**src/rtl/bus_sched_pkg.sv**
```systemverilog
// Shared types and helpers for the round-robin packet bus scheduler.
// Optional wait-timeout logic in bus_rr_sched is enabled by BUS_RR_SCHED_TIMEOUT_EN.
package bus_sched_pkg;

  typedef enum logic [1:0] {
    IDLE,
    POP,
    DISPATCH
  } state_t;

  localparam int ID_W      = 8;
  localparam int PKT_MAX_W = 64;
  localparam logic [ID_W-1:0] BROADCAST_ID = 8'hFF;

  // Destination ID lives in the top ID_W bits of an sz-bit packet.
  function automatic logic [ID_W-1:0] dest_of(input logic [PKT_MAX_W-1:0] pkt,
                                              input int                   sz);
    return ID_W'(pkt >> (sz - ID_W));
  endfunction

endpackage

```
**src/rtl/rr_pick.sv**
```systemverilog
// Combinational rotating-priority picker: first set request strictly after ptr,
// wrapping at N-1.
module rr_pick #(
  parameter int N  = 4,
  parameter int IW = $clog2(N)
) (
  input  logic [N-1:0]  req,
  input  logic [IW-1:0] ptr,
  output logic [N-1:0]  gnt,
  output logic [IW-1:0] idx,
  output logic          vld
);

  logic [IW-1:0] j;

  always_comb begin
    gnt = '0;
    idx = '0;
    vld = 1'b0;
    j   = ptr;
    for (int i = 0; i < N; i++) begin
      j = (j == IW'(N - 1)) ? '0 : j + 1'b1;
      if (!vld && req[j]) begin
        vld = 1'b1;
        idx = j;
      end
    end
    if (vld) gnt[idx] = 1'b1;
  end

endmodule

```
**src/rtl/bus_rr_sched.sv**
```systemverilog
// Round-robin scheduler moving packets from driver FIFOs to destination FIFOs.
// Define BUS_RR_SCHED_TIMEOUT_EN to drop packets blocked for TIMEOUT cycles.
module bus_rr_sched
  import bus_sched_pkg::*;
#(
  parameter int              DRVRS     = 4,
  parameter int              PCKG_SZ   = 32,
  parameter logic [ID_W-1:0] BROADCAST = BROADCAST_ID,
  parameter int              TIMEOUT   = 64
) (
  input  logic                            clk,
  input  logic                            reset,
  input  logic [DRVRS-1:0]                pndng,
  input  logic [DRVRS-1:0][PCKG_SZ-1:0]   D_pop,
  input  logic [DRVRS-1:0]                full,
  output logic [DRVRS-1:0]                pop,
  output logic [DRVRS-1:0]                push,
  output logic [PCKG_SZ-1:0]              D_push,
  output logic [$clog2(DRVRS)-1:0]        grant_id,
  output logic                            busy,
  output logic                            err_dest,
  output logic [15:0]                     pkt_cnt
);

  localparam int IW = $clog2(DRVRS);

  if (DRVRS < 2 || DRVRS > 16 || TIMEOUT < 1) begin : g_bad_cfg
    $error("bus_rr_sched: unsupported parameter set");
  end

  function automatic logic [15:0] sat_inc(input logic [15:0] v);
    return (v == 16'hFFFF) ? v : v + 16'd1;
  endfunction

  state_t               state_q;
  logic [DRVRS-1:0]     pop_q, push_q;
  logic [PCKG_SZ-1:0]   data_q, dpush_q;
  logic [IW-1:0]        grant_q, ptr_q;
  logic                 err_q, done_q;
  logic [15:0]          cnt_q;

  logic [DRVRS-1:0]     rr_gnt;
  logic [IW-1:0]        rr_idx;
  logic                 rr_vld;

  rr_pick #(.N(DRVRS), .IW(IW)) u_pick (
    .req (pndng),
    .ptr (ptr_q),
    .gnt (rr_gnt),
    .idx (rr_idx),
    .vld (rr_vld)
  );

  // Dispatch is first attempted on the POP cycle straight from the FIFO head,
  // so an unblocked packet pushes on the cycle right after its pop.
  logic [PCKG_SZ-1:0] cand;
  logic [ID_W-1:0]    dest;
  logic [DRVRS-1:0]   tgt, src_oh;
  logic               dest_bad, dest_ok, fire;

  always_comb begin
    cand     = (state_q == POP) ? D_pop[grant_q] : data_q;
    dest     = dest_of(PKT_MAX_W'(cand), PCKG_SZ);
    src_oh   = '0;
    src_oh[grant_q] = 1'b1;
    tgt      = '0;
    dest_bad = 1'b0;
    if (dest < ID_W'(DRVRS))  tgt[dest[IW-1:0]] = 1'b1;
    else if (dest == BROADCAST) tgt = ~src_oh;
    else                        dest_bad = 1'b1;
    dest_ok  = !dest_bad && ((tgt & full) == '0);
    fire     = (state_q == POP) || (state_q == DISPATCH && !done_q);
  end

`ifdef BUS_RR_SCHED_TIMEOUT_EN
  localparam int WAIT_W = $clog2(TIMEOUT + 1);
  logic [WAIT_W-1:0] wait_q;
`endif

  always_ff @(posedge clk) begin
    if (!reset) begin
      state_q <= IDLE;
      pop_q   <= '0;
      push_q  <= '0;
      dpush_q <= '0;
      data_q  <= '0;
      err_q   <= 1'b0;
      done_q  <= 1'b0;
      cnt_q   <= '0;
      grant_q <= '0;
      ptr_q   <= IW'(DRVRS - 1);
`ifdef BUS_RR_SCHED_TIMEOUT_EN
      wait_q  <= '0;
`endif
    end else begin
      pop_q  <= '0;
      push_q <= '0;
      err_q  <= 1'b0;
      case (state_q)
        IDLE: begin
          if (rr_vld) begin
            grant_q <= rr_idx;
            ptr_q   <= rr_idx;
            pop_q   <= rr_gnt;
            state_q <= POP;
          end
        end
        POP: begin
          data_q  <= D_pop[grant_q];
          state_q <= DISPATCH;
`ifdef BUS_RR_SCHED_TIMEOUT_EN
          wait_q  <= '0;
`endif
        end
        DISPATCH: begin
          if (done_q) begin
            done_q  <= 1'b0;
            state_q <= IDLE;
          end
        end
        default: state_q <= IDLE;
      endcase

      if (fire) begin
        if (dest_bad) begin
          err_q  <= 1'b1;
          done_q <= 1'b1;
        end else if (dest_ok) begin
          push_q  <= tgt;
          dpush_q <= cand;
          cnt_q   <= sat_inc(cnt_q);
          done_q  <= 1'b1;
        end
`ifdef BUS_RR_SCHED_TIMEOUT_EN
        else if (state_q == DISPATCH) begin
          if (wait_q == WAIT_W'(TIMEOUT - 1)) begin
            err_q  <= 1'b1;
            done_q <= 1'b1;
          end else begin
            wait_q <= wait_q + 1'b1;
          end
        end
`endif
      end
    end
  end

  assign pop      = pop_q;
  assign push     = push_q;
  assign D_push   = dpush_q;
  assign grant_id = grant_q;
  assign busy     = (state_q != IDLE);
  assign err_dest = err_q;
  assign pkt_cnt  = cnt_q;

endmodule

```
**config.mk**
```make
export PLATFORM = sky130hd
export DESIGN_NAME = bus_rr_sched
export DESIGN_NICKNAME = d
export VERILOG_FILES = /design/src/rtl/bus_sched_pkg.sv /design/src/rtl/rr_pick.sv /design/src/rtl/bus_rr_sched.sv
export SDC_FILE = /design/constraint.sdc
export NUM_CORES = 1
export LEC_CHECK = 0
export CAP_MARGIN = 10
export CORE_MARGIN = 3
export CORE_UTILIZATION = 30
export CTS_BUF_LIST = sky130_fd_sc_hd__clkbuf_16
export DETAILED_ROUTE_END_ITERATION = 7
export SLEW_MARGIN = 20
export SYNTH_ARGS = -nofsm -noshare
export SYNTH_HDL_FRONTEND = slang
export SYNTH_HIERARCHICAL = 1
export SYNTH_SLANG_ARGS = --single-unit
```
**constraint.sdc**
```tcl
create_clock -name clk -period 5.4 [get_ports clk]
set_input_delay 0.81 -clock clk [delete_from_list [all_inputs] [get_ports clk]]
set_output_delay 0.81 -clock clk [all_outputs]
set_load 0.02 [all_outputs]
```
## Word-level counts from Yosys, hierarchy flattened

Cells that the tools add are included.

| cells by class | value |
|---|---|
| reductions and logical operators | 24 |
| bitwise operators | 7 |
| $add $sub $neg | 5 |
| $lt $le $gt $ge | 11 |
| eq/ne operators | 10 |
| mux-type cells | 41 |

Operators with widths:

| cell | number |
|---|---|
| binary-select mux 32 bit (select 2 bit) | 1 |
| two-way mux 32 bit | 2 |
| < comparator 2 x 3 -> 1 bit, second input constant | 7 |
| two-way mux 2 bit | 10 |
| two-way mux 1 bit | 18 |
| adder 16 x 1 -> 16 bit, second input constant | 1 |
| == test 16 bit, second input constant | 1 |
| == test 2 bit, second input constant | 5 |
| adder 2 x 1 -> 2 bit, second input constant | 4 |
| binary-select mux 1 bit (select 2 bit) | 4 |
| == test 8 bit, second input constant | 1 |
| logical AND 1 bit | 8 |
| < comparator 8 x 3 -> 1 bit, second input constant | 1 |
| two-way mux 4 bit | 2 |
| demux 1 bit (select 2 bit) | 3 |
| greater-or-equal comparator 2 x 1 -> 1 bit, second input constant | 3 |
| case mux 2 bit (3 select lines) | 1 |
| AND reduction 2 bit | 3 |
| AND reduction 3 bit | 2 |
| logical NOT 1 bit | 5 |
| inverter 1 bit | 5 |
| bitwise AND 4 bit | 1 |
| logical NOT 4 bit | 1 |
| != test 2 bit, second input constant | 2 |
| other kinds (7) | 7 |

| word-level totals | value |
|---|---|
| input port bits | 138 |
| output and inout bits | 60 |
| word-level logic and storage cells | 108 |
| register bits after elaboration | 96 |

## Longest topological paths before layout

Gate-level depths: netlist of the first run.

| depth | value |
|---|---|
| word-level depth | 18 |
| mapped depth | 12 |
| depth with buffers taken out | 7 |

## Hierarchy

The synthesis of the first run kept the hierarchy.

By module, submodules not included:

| module | area each (µm²) | instances | cells an instance | seq. area each (µm²) |
|---|---|---|---|---|
| bus_rr_sched | 4,775.8 | 1 | 538 | 1,921.8 |
| rr_pick | 197.7 | 1 | 33 | 0.0 |

## Worst setup path before layout of the first run

Ideal clock, no wire load.

| timing path | value |
|---|---|
| kind | in2reg |
| from | input D_pop[121] (netlist name) |
| to | register cnt_q[14] (netlist: pkt_cnt[14]) |
| required time | 5,330 ps |
| slack | 2,039 ps |
| setup time | 70 ps |
| arrival | 3,291 ps |
| path buffers | 2 |
| cell stages on the path | 9 |
| path through | mux4_2 mux2i_2 mux2_1 a221o_1 a22o_1 buf_2 buf_6 or4_1 a21oi_1 |

| between the ends | value |
|---|---|
| word-level cells in the longest chain between the ends | 12 |
| elaborated cells on any way between the ends | 20 |
| classes of those cells | order compare: 3; eq/ne: 1; mux: 9; bitwise: 2; reduce/logical: 5 |

Ends and longest elaborated chain:

| what | line | RTL |
|---|---|---|
| start: declaration | bus_rr_sched.sv:14 | `input logic [DRVRS-1:0][PCKG_SZ-1:0] D_pop,` |
| binary-select mux 32 bit (select 2 bit) * | bus_rr_sched.sv:62 | `cand = (state_q == POP) ? D_pop[grant_q] : data_q;` |
| two-way mux 32 bit (implied by the code) * | bus_rr_sched.sv:62 |  |
| two-way mux 32 bit * | n/a |  |
| < comparator 2 x 3 -> 1 bit (implied by the code) / greater-or-equal comparator 2 x 1 -> 1 bit (equally long branches) | bus_rr_sched.sv:68 | `if (dest < ID_W'(DRVRS)) tgt[dest[IW-1:0]] = 1'b1;` |
| logical AND 1 bit (implied by the code) | bus_rr_sched.sv:68 |  |
| two-way mux 1 bit (implied by the code) | bus_rr_sched.sv:68 |  |
| demux 1 bit (select 2 bit) | bus_rr_sched.sv:68 |  |
| two-way mux 4 bit | bus_rr_sched.sv:68 |  |
| bitwise AND 4 bit | bus_rr_sched.sv:71 | `dest_ok = !dest_bad && ((tgt & full) == '0);` |
| logical NOT 4 bit | bus_rr_sched.sv:71 |  |
| logical AND 1 bit | bus_rr_sched.sv:71 |  |
| AND reduction 4 bit (no line) * | n/a |  |
| end signal: assignment | bus_rr_sched.sv:131 | `cnt_q <= sat_inc(cnt_q);` |
| end: declaration | bus_rr_sched.sv:40 | `logic [15:0] cnt_q;` |

Mark *: on every way between the ends. The rest lies on a longest branch, timed or not. The select of a mux whose other input is x is not followed.
A chain may end at the register's enable or synchronous reset.

## Worst setup path in the final report of the first run

| timing path | value |
|---|---|
| from | input D_pop[89] (netlist name) |
| to | register cnt_q[7] (netlist: pkt_cnt[7]) |

The elaborated chain is that of the path after synthesis.

==> metrics.md, run 1 <==
| Metric | Value |
|---|---|
| Status | `finished, final reports clean` |
| Post-synth EDFFs | `0` |
| Flop2flop setup slack | `1.68 ns` |
| Worst r2r path cells | `7` |
| Synthesized area | `4970 um2` |
| Max Fclk | `~0.26 GHz` |
| H-tree levels | `3` |
| CTS Buffer Depth | `2` |
| Worst Hold End | `D_push[31]$_SDFFE_PN0P_` |
| Diodes inserted | `0` |
| Worst Path Max Fanout | `29` |
| Yosys reg bits | `96` |
| Worst EP arrival | `4.12 ns` |
| Average cell area after synthesis | `8.71 um2` |
| Antenna Nets Post-Route | `0` |
| GPL Wtd Cong | `0.806` |
| Yosys cell types | `54` |
| Flop pwr share | `38.0%` |
| Endpoints failing setup | `0` |
| DIE AREA | `18200 um2` |
| Final period util | `about 72%` |
| Number of cell rows | `46` |
| Die Y | `135 um` |
| P&R area growth vs syn | `48.2%` |
| Met1 WL | `~6.8 mm` |
| CTS Sinks | `96` |
| Clk_skew | `0.0112 ns` |
| Initial Utilization | `31.0%` |
| HP Class | `flip-flop to flip-flop` |
| Drt first pass iters | `5` |
| Switching share of power | `roughly a third` |
| Worst setup path class | `input port to flip-flop` |
| # fillers | `1513` |
| Hold Vio Cnt, Final | `0` |
| Grt ovf | `0` |
| Detail Route met2 WL | `around 7.8 mm` |
| Tot GR Track Use | `17.2%` |
| Most common cell in the netlist | `nand2_1` |
| Sw power | `725 uW` |
| RSZ-0062 raised after global routing | `no` |
| Via/cell ratio | `roughly 5.2` |
| Data required, critical path | `approximately 5.7 ns` |
| CP startpoint kind | `input port` |
| Largest net degree at the start of global routing | `51` |
| Top-area cell type share of the netlist area | `38.6%` |
| Synth area leader | `dfxtp_1` |
| Post-synthesis sequential area ratio | `38.6%` |
| Worst slew pin tran | `between 0.9 and 1 ns` |
| Total power | `2130 uW` |
| CTS Buf Count | `9` |
| TritonCTS clock tree | `done` |
| Leakage | `around 0.0024 uW` |
| Initial drt markers | `between 400 and 500` |
| Syn_nets | `711` |
| HPWL Detailed | `between 10 and 15 mm` |
| Worst R2R Start | `grant_id[0]$_SDFFE_PN0P_` |
| Cts hold-fix bufs | `0` |
| Vias in the first global route | `4999` |
| Top_reg_cell synth | `dfxtp_1` |
| Slew margin rel. | `34.3%` |
| Clk slew on worst S/H paths | `roughly 0.06 ns` |
| Synth top area cells | `dfxtp_1 (39%), mux4_2 (14%), nand2_1 (9.1%)` |
| Peak VDD IR | `0.149 mV` |
| Post-CTS sizing | `0` |
| Hold Crit Depth | `2` |
| FF-to-FF End | `pkt_cnt[7]$_SDFFE_PN0P_` |
| Vias | `5046` |
| Pins Over Slew Limit | `0` |
| Yosys warns | `6` |
| Met3 routed WL | `1.10 mm` |
| Clock root buffer | `clkbuf_16` |
| Internal power | `1410 uW` |
| Port-buffer cells | `197` |
| Post-Synthesis Cells | `~570` |
| Io pins | `slightly below 200` |
| Avg WL per Cell | `approximately 17 um` |
| CP endpoint kind | `flip-flop` |
| Post-CTS setup repair buffer count | `0` |
| Core area | `16100 um2` |
| Power per cell area | `289 nW/um2` |
| Fin nets | `around 880` |
| Async set-reset flop share out of synthesis | `0%` |
| DRC | `0` |
| First-pass GRT wire length | `approximately 25 mm` |
| Clk_lat worst skew | `0.34 ns` |
| Max-cap violations | `0` |
| Synth top cells by count | `nand2_1 (121), dfxtp_1 (96), a21oi_1 (56)` |
| Hold Startpoint | `D_push[31]$_SDFFE_PN0P_` |
| Share of total power in the clock network | `between 20 and 30%` |
| Initial antenna violation count | `0` |
| Setup Total Neg Slack | `0 ns` |
| Comb pwr share | `34.0%` |
| Chip Width | `135 um` |
| DR top layer | `met4` |
| Final min period | `3.88 ns` |
| Share of layout cells above drive strength 1 | `9.38%` |
| Final WL | `15.9 mm` |
metal layers:
layer / up-vias / track usage [%]
met1: 2385 / 22.4
met4: 0 / 5.15
li1: 2441 / -
met2: 201 / 28.8
met5: - / 0
met3: 19 / 3.84
power by group through the flow:
stage / registers [uW] / clock network (uW) / logic (uW)
floorplan: 840 / 0 / 439
global placement: 825 / 0 / 708
detailed placement: 827 / 0 / 727
CTS: 811 / 614 / 729
global route: 819 / 640 / 797
finish: 810 / 597 / 726
registers in the layout (all words and copies together) (netlist names):
signal	flops
data_q	32
pop	4
grant_id	2
done_q	1
state_q	2
pkt_cnt	16
err_dest	1
ptr_q	2
push	4
D_push	32
cells in the final DEF, fill, tap and decap left out, types with 3 or more instances in the layout:
cell | Yosys | routed
nor3_1 | 6 | 5
buf_4 | 2 | 9
dfxtp_1 | 96 | 94
a21oi_1 | 56 | 56
o31ai_1 | 10 | 10
and2_1 | 8 | 8
nand2b_1 | 10 | 10
nand2_1 | 121 | 121
mux2i_1 | 7 | 7
o21ai_0 | 30 | 30
nor2_1 | 18 | 18
nand3_1 | 16 | 16
inv_6 | 0 | 3
a22oi_1 | 4 | 3
nor4_1 | 11 | 11
clkdlybuf4s50_1 | 0 | 196
and3_1 | 3 | 3
or4_1 | 14 | 14
o21bai_1 | 6 | 6
clkbuf_16 | 0 | 9
nand4_1 | 31 | 31
inv_1 | 10 | 10
mux4_2 | 32 | 32
critical path, stage by stage:
cell and delay, ns:
clkdlybuf4s50_1 0.44, mux4_2 0.48, mux2i_2 0.32, mux2_1 0.38, a221o_1 0.35, a22o_1 0.57, or4_1 0.60, a21oi_1 0.17
worst max-delay path by stage:
stage / slack, ns / to / start
after floorplan: 2.04 / pkt_cnt[14]$_SDFFE_PN0P_ / D_pop[121]
after global placement: 1.33 / pkt_cnt[9]$_SDFFE_PN0P_ / D_pop[89]
after detailed placement: 1.16 / D_push[23]$_SDFFE_PN0P_ / D_pop[89]
after CTS: 1.53 / D_push[23]$_SDFFE_PN0P_ / D_pop[89]
after global routing: 1.21 / D_push[0]$_SDFFE_PN0P_ / D_pop[94]
final: 1.52 / pkt_cnt[7]$_SDFFE_PN0P_ / D_pop[89]
logic make-up (layout without fill, tap and decap cells):
kind of cell / Yosys count / after routing / share of synthesized area, %
adder cells (fa/ha/maj): 2 / 2 / 0.503
AO/OA/AOI/OAI: 127 / 127 / 15.3
flip-flops: 96 / 96 / 38.6
multiplexers: 41 / 41 / 16.4
buffers and inverters: 57 / 232 / 4.78
AND/OR/NAND/NOR: 248 / 248 / 24.4
per-stage QoR:
step                utilization, %  cells  cell area, um2  hold slack [ns]  setup slack (ns)
global placement              44.2    946            7090            0.443              1.33
global route                  45.9    962            7370            0.478              1.21
CTS                           45.9    962            7370            0.463              1.53
detailed placement            44.2    946            7090            0.453              1.16
finish                        45.9    962            7370            0.457              1.52
floorplan                        -    571            4970            0.440              2.04
layout make-up:
class / count / area, um2 / area share, %
repair buffers: 206 / 2030 / 27.6
clock inverters: 7 / 53.8 / 0.730
multi-input cells: 418 / 2820 / 38.3
inverters: 10 / 37.5 / 0.509
clock buffers: 9 / 225 / 3.06
well taps: 216 / 270 / 3.67
flip-flops and latches: 96 / 1920 / 26.1
(Power assumes the default switching activity.)
==> run 2, diff against run 1 <==
clock period = 3.2 ns   (was 5.4 ns; I/O delays follow)
==> metrics.md, run 2 (synthesis gave the netlist of run 1 again) <==
| Metric | Value |
|---|---|
| Drt first pass iters | `4 (-1)` |
| CTS Buffer Depth | `2 (unchanged)` |
| Design Area, Final | `7480 um2 (+1.5%)` |
| Flop pwr share | `37.2% (-0.8 points)` |
| Multi-input logic area | `2830 um2 (+0.13%)` |
| P&R area growth vs syn | `50.4%` |
| Status | `finished, final reports clean` |
| Crit path buffers/inverters | `2 (+1)` |
| CP cell instances | `clkdlybuf4s50_1 -> mux4_2 -> mux2i_2 -> mux2_1 -> a221o_1 -> a22o_1 -> buf_12 -> or4_1 -> a21oi_2` |
| Hold Vio Cnt, Final | `0 (unchanged)` |
| Fin nets | `894 (+1.5%)` |
| Pins Over Slew Limit | `0 (unchanged)` |
| FF-to-FF End | `pkt_cnt[2]$_SDFFE_PN0P_` |
| Crit-path slowest cell | `or4_1` |
| Worst EP arrival | `3.31 ns (-0.81 ns)` |
| Endpoints failing setup | `0 (unchanged)` |
| Flop2flop setup slack | `0.27 ns (-1.41 ns)` |
| RSZ-0062 raised after global routing | `no` |
| Clk_lat worst skew | `0.34 ns (about the same)` |
| HP Class | `flip-flop to flip-flop` |
| Worst R2R Start | `grant_id[0]$_SDFFE_PN0P_` |
| Final WL | `16.0 mm (+0.36%)` |
| CP endpoint kind | `flip-flop` |
| DP Worst Slack | `-0.219 ns (-1.38 ns)` |
| CTS Sinks | `96 (unchanged)` |
| Clk slew on worst S/H paths | `0.06 ns (about the same)` |
| DRC | `0 (unchanged)` |
| Slew margin rel. | `53.8% (+19 points)` |
| Final period util | `95.1%` |
| Clock root buffer | `clkbuf_16` |
| Hold Startpoint | `D_push[26]$_SDFFE_PN0P_` |
| H-tree levels | `3 (unchanged)` |
| Commonest non-fill, non-tap cells in the layout | `clkdlybuf4s50_1 (196), nand2_1 (121), dfxtp_1 (94), a21oi_1 (55), mux4_2 (32)` |
| Avg WL per Cell | `16.4 um (-0.88%)` |
| Critical path depth | `9 (+1)` |
| Core area | `16100 um2 (unchanged)` |
| Vias | `5015 (-0.61%)` |
| Final Non-Filler Cells | `974 (+1.2%)` |
| Share of total power in the clock network | `26.8% (-1.2 points)` |
| Worst Path Max Fanout | `29 (unchanged)` |
| Worst Slack Setup Final | `0.158 ns (-1.37 ns)` |
| End point of the critical path | `pkt_cnt[2]$_SDFFE_PN0P_` |
| Hold slack final | `0.449 ns (-0.00798 ns)` |
| Internal power | `2420 uW (+72%)` |
| DP Area | `7210 um2 (+1.7%)` |
| Share of layout cells above drive strength 1 | `10.9% (+1.6 points)` |
| CTS Buf Count | `9 (unchanged)` |
| Post-CTS setup repair buffer count | `0 (unchanged)` |
| Slowest stage delay, CP | `0.49 ns (-0.11 ns)` |
| Comb pwr share | `36.0% (+2.0 points)` |
| Number of cell rows | `46 (unchanged)` |
| Cts hold-fix bufs | `0 (unchanged)` |
| Die Y | `135 um (unchanged)` |
| Worst slew pin tran | `0.691 ns (-0.294 ns)` |
| Initial Utilization | `31.0% (unchanged)` |
| Final min period | `a little over 3 ns` |
| Diodes inserted | `0 (unchanged)` |
| Worst r2r path cells | `9 (+2)` |
| Vias in the first global route | `5036 (+0.74%)` |
| Worst setup path class | `input port to flip-flop` |
| FF/Latch Area | `1920 um2 (unchanged)` |
| # fillers | `1492 (-1.4%)` |
| Grt ovf | `0 (unchanged)` |
| Initial antenna violation count | `0 (unchanged)` |
| Max-cap violations | `0 (unchanged)` |
| TritonCTS clock tree | `done` |
| Crit path from | `D_pop[121]` |
| Clk_skew | `0.00716 ns (-0.00405 ns)` |
| DIE AREA | `18200 um2 (unchanged)` |
| Largest net degree at the start of global routing | `47 (-7.8%)` |
| Leakage | `0.00249 uW (+2.7%)` |
| Initial drt markers | `364 (-16%)` |
| CP delay by family, top | `multiplexers` |
| Post-CTS sizing | `0 (unchanged)` |
| Commonest non-fill, non-tap cell in the layout | `clkdlybuf4s50_1` |
| Max Fclk | `0.329 GHz` |
| Io pins | `198 (unchanged)` |
| Peak VDD IR | `0.276 mV (+85%)` |
| Tot GR Track Use | `17.4% (+0.11 points)` |
| Via/cell ratio | `5.15 (-1.8%)` |
| HPWL Detailed | `12.1 mm (+0.91%)` |
| Power per cell area | `487 nW/um2 (+68%)` |
| Antenna Nets Post-Route | `0 (unchanged)` |
| GPL Wtd Cong | `0.801 (-0.57%)` |
| CP startpoint kind | `input port` |
| First-pass GRT wire length | `25.5 mm (+0.46%)` |
| Switching share of power | `33.6% (-0.37 points)` |
| Sw power | `1230 uW (+69%)` |
| Data required, critical path | `3.47 ns (-2.18 ns)` |
| Placed insts | `959 (+1.4%)` |
| Chip Width | `135 um (unchanged)` |
| Port-buffer cells | `197 (unchanged)` |
## run 2: cell count changes in the layout (fill, tap and decap cells not counted)
cell / delta
a21oi_2: +1
a21oi_1: -1
buf_12: +2
clkinv_4: -1
clkinv_2: +2
buf_4: +11
inv_6: -2
## run 2: power groups by stage
stage | registers, uW | logic, uW | clock network (uW)
6_report | 1350 | 1310 | 978
5_1_grt | 1370 | 1430 | 1050
4_1_cts | 1360 | 1320 | 1000
3_5_place_dp | 1380 | 1310 | 0
3_3_place_gp | 1380 | 1280 | 0
2_1_floorplan | 1420 | 741 | 0
## run 2: worst min-delay path by stage
stage	endpoint	slack, ns	depth (start not counted)
3_5_place_dp	D_push[26]$_SDFFE_PN0P_	0.45	2
4_1_cts	D_push[26]$_SDFFE_PN0P_	0.46	2
6_report	D_push[26]$_SDFFE_PN0P_	0.45	2
5_1_grt	D_push[26]$_SDFFE_PN0P_	0.47	2
2_1_floorplan	data_q[0]$_SDFF_PN0_	0.44	2
3_3_place_gp	D_push[9]$_SDFFE_PN0P_	0.44	2
## run 2: layout make-up
cell class                      instances  area share, %
Multi-Input combinational cell        418           37.8
Timing Repair Buffer                  219           28.8
Sequential cell                        96           25.7
Tap cell                              216           3.61
Clock buffer                            9           3.01
Clock inverter                          6          0.502
Inverter                               10          0.502
## run 2: per-layer routing
layer	global-route usage, %	wire length [um]
met5	0	0
met4	4.36	87
met3	4.02	1060
met2	29.4	7830
met1	22.4	6990
## run 2: metrics by stage
step           setup TNS [ns]  power, uW  utilization, %
2_1_floorplan               0       2160               -
3_3_place_gp            -6.56       2660            44.9
3_5_place_dp            -8.53       2700            44.9
4_1_cts                     0       3680            46.6
5_1_grt                     0       3840            46.6
6_report                    0       3650            46.6
## run 2: worst register-to-register path, cell delays in order, from the launching register on
cell	delay [ns]
dfxtp_2	0.36
buf_4	0.31
mux4_2	0.57
mux2i_1	0.19
nor3b_1	0.07
a221o_1	0.30
a22o_1	0.26
buf_12	0.17
or4_1	0.50
a21oi_2	0.14
